==> config.mk <==
export PLATFORM = sky130hd
export DESIGN_NAME = spi_arbiter
export DESIGN_NICKNAME = d
export VERILOG_FILES = /design/src/rtl/spi_pkg.sv /design/src/rtl/rr_arbiter.sv /design/src/rtl/spi_arbiter.sv
export SDC_FILE = /design/constraint.sdc
export NUM_CORES = 1
export LEC_CHECK = 0
export ABC_AREA = 1
export CORE_AREA = 2 2 83 85
export DETAILED_ROUTE_END_ITERATION = 7
export DIE_AREA = 0 0 85 87
export PLACE_DENSITY = 0.79
export SYNTH_ARGS = -nofsm -noshare
export SYNTH_HDL_FRONTEND = slang
export SYNTH_SLANG_ARGS = --single-unit
==> constraint.sdc <==
create_clock -name clk -period 3.3 [get_ports clk]
set_clock_uncertainty 0.2 [all_clocks]
set_input_delay 0.66 -clock clk [delete_from_list [all_inputs] [get_ports clk]]
set_output_delay 0.66 -clock clk [all_outputs]
set_load 0.03 [all_outputs]
==> src/rtl/spi_pkg.sv <==
// Shared constants and FSM encoding for the SPI arbiter and its round-robin picker.
package spi_pkg;

    localparam int NUM_REQ = 3;
    localparam int BYTE_W  = 8;
    localparam int IDX_W   = 2;

    typedef enum logic [1:0] {
        ST_IDLE  = 2'd0,
        ST_START = 2'd1,
        ST_WAIT  = 2'd2,
        ST_DONE  = 2'd3
    } state_t;

    // Successor of a requester index, wrapping after the last requester.
    function automatic logic [IDX_W-1:0] rr_next(input logic [IDX_W-1:0] idx);
        return (idx >= IDX_W'(NUM_REQ - 1)) ? '0 : idx + 1'b1;
    endfunction

endpackage

==> src/rtl/rr_arbiter.sv <==
// Combinational round-robin picker: first active request at or after ptr, wrapping.
module rr_arbiter
    import spi_pkg::*;
(
    input  logic [NUM_REQ-1:0] req,
    input  logic [IDX_W-1:0]   ptr,
    output logic               valid,
    output logic [IDX_W-1:0]   index
);

    logic [IDX_W-1:0] cand;

    always_comb begin
        valid = 1'b0;
        index = '0;
        cand  = ptr;
        for (int k = 0; k < NUM_REQ; k++) begin
            if (!valid && req[cand]) begin
                valid = 1'b1;
                index = cand;
            end
            cand = rr_next(cand);
        end
    end

endmodule

==> src/rtl/spi_arbiter.sv <==
// Shares one SPI master between three requesters: round-robin grant, held start pulse,
// completion on release of the selected chip select, abort on timeout.
//
// state    | meaning
// ---------+---------------------------------------------------------------
// ST_IDLE  | no transfer; grants a request when enable is high
// ST_START | m_start held high for START_HOLD cycles
// ST_WAIT  | waiting for the selected chip select to go low and return high
// ST_DONE  | one-cycle response pulse, then back to idle
module spi_arbiter
    import spi_pkg::*;
#(
    parameter int START_HOLD = 30,
    parameter int TIMEOUT    = 4096
) (
    input  logic                      clk,
    input  logic                      reset,
    input  logic                      enable,
    input  logic [NUM_REQ-1:0]        req,
    input  logic [NUM_REQ*BYTE_W-1:0] req_data,
    output logic [NUM_REQ-1:0]        gnt,
    output logic                      rsp_valid,
    output logic [IDX_W-1:0]          rsp_id,
    output logic [BYTE_W-1:0]         rsp_data,
    output logic                      rsp_err,
    output logic                      busy,
    output logic                      m_start,
    output logic                      m_en,
    output logic [IDX_W-1:0]          m_slaveselect,
    output logic [BYTE_W-1:0]         m_data_in,
    input  logic [BYTE_W-1:0]         m_data_out,
    input  logic [NUM_REQ-1:0]        m_cs_n
);

    localparam int HOLD_W = (START_HOLD > 1) ? $clog2(START_HOLD) : 1;
    localparam int TMO_W  = (TIMEOUT > 1) ? $clog2(TIMEOUT) : 1;
    localparam logic [HOLD_W-1:0] HOLD_LOAD = HOLD_W'(START_HOLD - 1);
    localparam logic [TMO_W-1:0]  TMO_LOAD  = TMO_W'(TIMEOUT - 1);

    state_t              state;
    logic [IDX_W-1:0]    ptr;
    logic [IDX_W-1:0]    cur_idx;
    logic [HOLD_W-1:0]   hold_cnt;
    logic [TMO_W-1:0]    tmo_cnt;
    logic                seen_low;

    logic                arb_valid;
    logic [IDX_W-1:0]    arb_idx;
    logic [BYTE_W-1:0]   sel_byte;
    logic                cs_sel;

    rr_arbiter u_rr (
        .req   (req),
        .ptr   (ptr),
        .valid (arb_valid),
        .index (arb_idx)
    );

    always_comb begin
        sel_byte = req_data[BYTE_W-1:0];
        case (arb_idx)
            2'd1:    sel_byte = req_data[2*BYTE_W-1:BYTE_W];
            2'd2:    sel_byte = req_data[3*BYTE_W-1:2*BYTE_W];
            default: sel_byte = req_data[BYTE_W-1:0];
        endcase
    end

    assign cs_sel = m_cs_n[cur_idx];
    assign m_en   = enable;

    // Timers count down from their load value; reaching zero is the terminal event.
    always_ff @(posedge clk or posedge reset) begin
        if (reset) begin
            state         <= ST_IDLE;
            ptr           <= '0;
            cur_idx       <= '0;
            hold_cnt      <= '0;
            tmo_cnt       <= '0;
            seen_low      <= 1'b0;
            gnt           <= '0;
            rsp_valid     <= 1'b0;
            rsp_id        <= '0;
            rsp_data      <= '0;
            rsp_err       <= 1'b0;
            busy          <= 1'b0;
            m_start       <= 1'b0;
            m_slaveselect <= '0;
            m_data_in     <= '0;
        end else begin
            gnt       <= '0;
            rsp_valid <= 1'b0;
            case (state)
                ST_IDLE: begin
                    if (enable && arb_valid) begin
                        state         <= ST_START;
                        cur_idx       <= arb_idx;
                        ptr           <= rr_next(arb_idx);
                        gnt           <= NUM_REQ'(1) << arb_idx;
                        m_slaveselect <= arb_idx;
                        m_data_in     <= sel_byte;
                        m_start       <= 1'b1;
                        busy          <= 1'b1;
                        seen_low      <= 1'b0;
                        hold_cnt      <= HOLD_LOAD;
                        tmo_cnt       <= TMO_LOAD;
                    end
                end
                ST_START: begin
                    if (!cs_sel) begin
                        seen_low <= 1'b1;
                    end
                    if (tmo_cnt == '0) begin
                        state     <= ST_DONE;
                        m_start   <= 1'b0;
                        rsp_valid <= 1'b1;
                        rsp_id    <= cur_idx;
                        rsp_data  <= '0;
                        rsp_err   <= 1'b1;
                    end else begin
                        tmo_cnt <= tmo_cnt - 1'b1;
                        if (hold_cnt == '0) begin
                            state   <= ST_WAIT;
                            m_start <= 1'b0;
                        end else begin
                            hold_cnt <= hold_cnt - 1'b1;
                        end
                    end
                end
                ST_WAIT: begin
                    if (!cs_sel) begin
                        seen_low <= 1'b1;
                    end
                    // A completion seen on the final cycle wins over the abort.
                    if (seen_low && cs_sel) begin
                        state     <= ST_DONE;
                        rsp_valid <= 1'b1;
                        rsp_id    <= cur_idx;
                        rsp_data  <= m_data_out;
                        rsp_err   <= 1'b0;
                    end else if (tmo_cnt == '0) begin
                        state     <= ST_DONE;
                        rsp_valid <= 1'b1;
                        rsp_id    <= cur_idx;
                        rsp_data  <= '0;
                        rsp_err   <= 1'b1;
                    end else begin
                        tmo_cnt <= tmo_cnt - 1'b1;
                    end
                end
                ST_DONE: begin
                    state         <= ST_IDLE;
                    busy          <= 1'b0;
                    m_slaveselect <= '0;
                    m_data_in     <= '0;
                end
                default: begin
                    state <= ST_IDLE;
                end
            endcase
        end
    end

endmodule
==> flow_summary.json <==
{
  "status": "finished, final reports clean",
  "layout_common_cells": "134 x nand2_1, 68 x clkdlybuf4s50_1, 66 x nand3_1",
  "critPathKind": "in2out",
  "cts_sinks": 51,
  "synth_top_area_share": 0.392,
  "clk_path_buf_depth": 2,
  "period_needed_ns": 2.85,
  "ctsHoldBuffers": 0,
  "cts_tree": "built",
  "p_leak_nw": 2.01,
  "first_pass_iters": 4,
  "cp_num_buf_inv": 2,
  "placedCellCount": 563,
  "grt_first_pass_wirelength_um": 12100,
  "place_hpwl_um": 5350,
  "synth_nets": 478,
  "vdd_ir_drop_max_v": 0.000695,
  "setup_tns_ns": 0,
  "clock-root-buffer": "clkbuf_8",
  "hold_violations": 0,
  "maxCapViolCount": 0,
  "drc_errors": 0,
  "die_w_um": 85,
  "grt_max_degree": 34,
  "ys_ff_latch": 51,
  "cp-end-kind": "primary output",
  "rows": 30,
  "syn-instance-count": 424,
  "via_per_inst": 5.11,
  "timing.fmax_mhz": 351,
  "power_per_cell_area_nw_per_um2": 992,
  "critPathSlowestCell": "clkdlybuf4s50_1",
  "grt_overflow": 0,
  "routed_wl_um": 7010,
  "core_area_um2": 6570,
  "drive_above_1_share": 0.130,
  "syn2layout_area_growth_pct": 25.0,
  "wl_per_cell_um": 12.3,
  "cp_top_family": "buffers and inverters",
  "clk_latency_ns": 0.30,
  "synth.area.top_cells": "dfrtp_1 39%, nand2_1 15%, nand3_1 10%",
  "netlist_area_um2": 3250,
  "post-route-period-util": 0.864,
  "fill_cells": 575,
  "avgSynthCellArea_um2": 7.67,
  "critical-path-max-stage-delay_ns": 0.73,
  "nNetsFinal": 544,
  "hold_ws_ns": 0.287,
  "setup_viol_count_final": 0,
  "final_cells": 571,
  "ys_types": 33,
  "crit_top_cell": "clkdlybuf4s50_1",
  "cts_resized": 0,
  "portBuffers": 68,
  "crit_required_ns": 2.44,
  "antenna_found_initial": 0,
  "yosys_warnings": 0,
  "grt_use_total": 0.199,
  "grt_pass1_vias": 2782,
  "die_h_um": 87,
  "numCtsBuffers": 5,
  "relSlewSlack": 0.664,
  "ys_seq_area_frac": 0.392,
  "post-cts-setup-buffers": 0,
  "clk_pin_slew_ns": 0.09,
  "min_path_type": "reg2reg",
  "place.gp.congestion": 0.870,
  "cp_max_fo": 3,
  "vias": 2917,
  "drv_slew": 0,
  "ant_nets": 0,
  "initial_core_util": 0.495,
  "worstSetupStartpointType": "primary input",
  "rsz0062_at_grt": "false",
  "synth_top_area_cell": "dfrtp_1",
  "drt_iter0_drc": 177,
  "finalPower_mw": 4.03,
  "ios": 69,
  "tightestPinTransition_ns": 0.501,
  "antennaDiodeCount": 0,
  "final_common_cell": "nand2_1",
  "dieArea_um2": 7400,
  "crit_chain": "clkdlybuf4s50_1 -> clkdlybuf4s50_1",
  "crit_arrival_ns": 1.99,
  "h-tree-depth": 2
}
[tightest hold or removal path: stages, from the launching register on]
cell     delay, ns
dfrtp_1       0.35
nand2_1       0.06
nand2_1       0.05
[cell type report]
type | instances | area (µm²) | area share
Sequential cell | 51 | 1280 | 0.314
Inverter | 52 | 195 | 0.0480
Timing Repair Buffer | 73 | 718 | 0.177
Multi-Input combinational cell | 307 | 1690 | 0.415
Tap cell | 80 | 100 | 0.0246
Clock inverter | 3 | 20.0 | 0.00493
Clock buffer | 5 | 68.8 | 0.0169
[kinds of logic after synthesis]
| kind of cell | count (synthesis) | share of synthesized area |
|---|---|---|
| buffers and inverters | 66 | 0.0893 |
| adder cells (fa/ha/maj) | 13 | 0.0500 |
| AO/OA/AOI/OAI | 24 | 0.0504 |
| AND/OR/NAND/NOR | 262 | 0.390 |
| flip-flops | 51 | 0.392 |
| multiplexers | 8 | 0.0277 |
[power by group]
group | internal (mW) | switching (mW) | total, mW
clock network | 0.148 | 0.208 | 0.356
registers | 0.902 | 0.229 | 1.13
logic | 1.01 | 1.53 | 2.54
[stage by stage]
step / worst slack [ns] / util / cell area (µm²)
floorplan: 0.689 / - / 3250
global placement: 0.240 / 0.605 / 3980
detailed placement: 0.132 / 0.605 / 3980
CTS: 0.438 / 0.619 / 4060
global route: 0.329 / 0.619 / 4060
finish: 0.448 / 0.619 / 4060
[worst paths after layout]
| path | start | endpoint | slack, ns | cells after the start |
|---|---|---|---|---|
| setup reg to reg | ptr[1] | m_data_in[7] | 0.71 | 12 |
| setup / recovery | enable | m_en | 0.45 | 2 |
| hold reg to reg | hold_cnt[1] | hold_cnt[1] | 0.29 | 2 |
| max in group asynchronous | reset | tmo_cnt[7] | 2.04 | 3 |
| min in group asynchronous | reset | m_data_in[0] | 0.48 | 3 |
| hold / removal | hold_cnt[1] | hold_cnt[1] | 0.29 | 2 |
[synthesized netlist by cell type]
cell,count
nor2_2,3
or2_2,5
nor2_4,4
nand2_1,134
buf_4,3
or2_1,2
a22o_1,8
nand3_1,66
mux2_2,8
buf_1,1
inv_2,4
a21boi_0,1
nand2_4,1
o21ai_2,1
buf_12,1
o21ai_0,9
buf_6,2
o2111ai_1,1
ha_1,13
nand3b_1,1
a21oi_1,1
dfrtp_1,51
a41oi_1,1
nand2_8,2
o21ai_1,2
nand3_2,4
nor3_2,1
nand3_4,2
nand2_2,15
nand4_1,3
nor2_1,19
clkbuf_1,7
inv_1,48
[per-layer routing]
metal | GRT usage | vias to the layer above | share of wire
li1 | - | 1480 | -
met4 | 0.0577 | 0 | 0.0083
met1 | 0.239 | 1361 | 0.41
met3 | 0.0588 | 5 | 0.068
met2 | 0.349 | 71 | 0.51
met5 | 0 | - | 0
[flip-flops by register name, indices dropped and copies added (netlist names)]
register,flops
rsp_data,8
busy,1
state,2
rsp_err,1
rsp_valid,1
m_slaveselect,2
ptr,2
m_data_in,8
seen_low,1
gnt,3
cur_idx,2
m_start,1
hold_cnt,5
rsp_id,2
tmo_cnt,12
(Power assumes the default switching activity.)
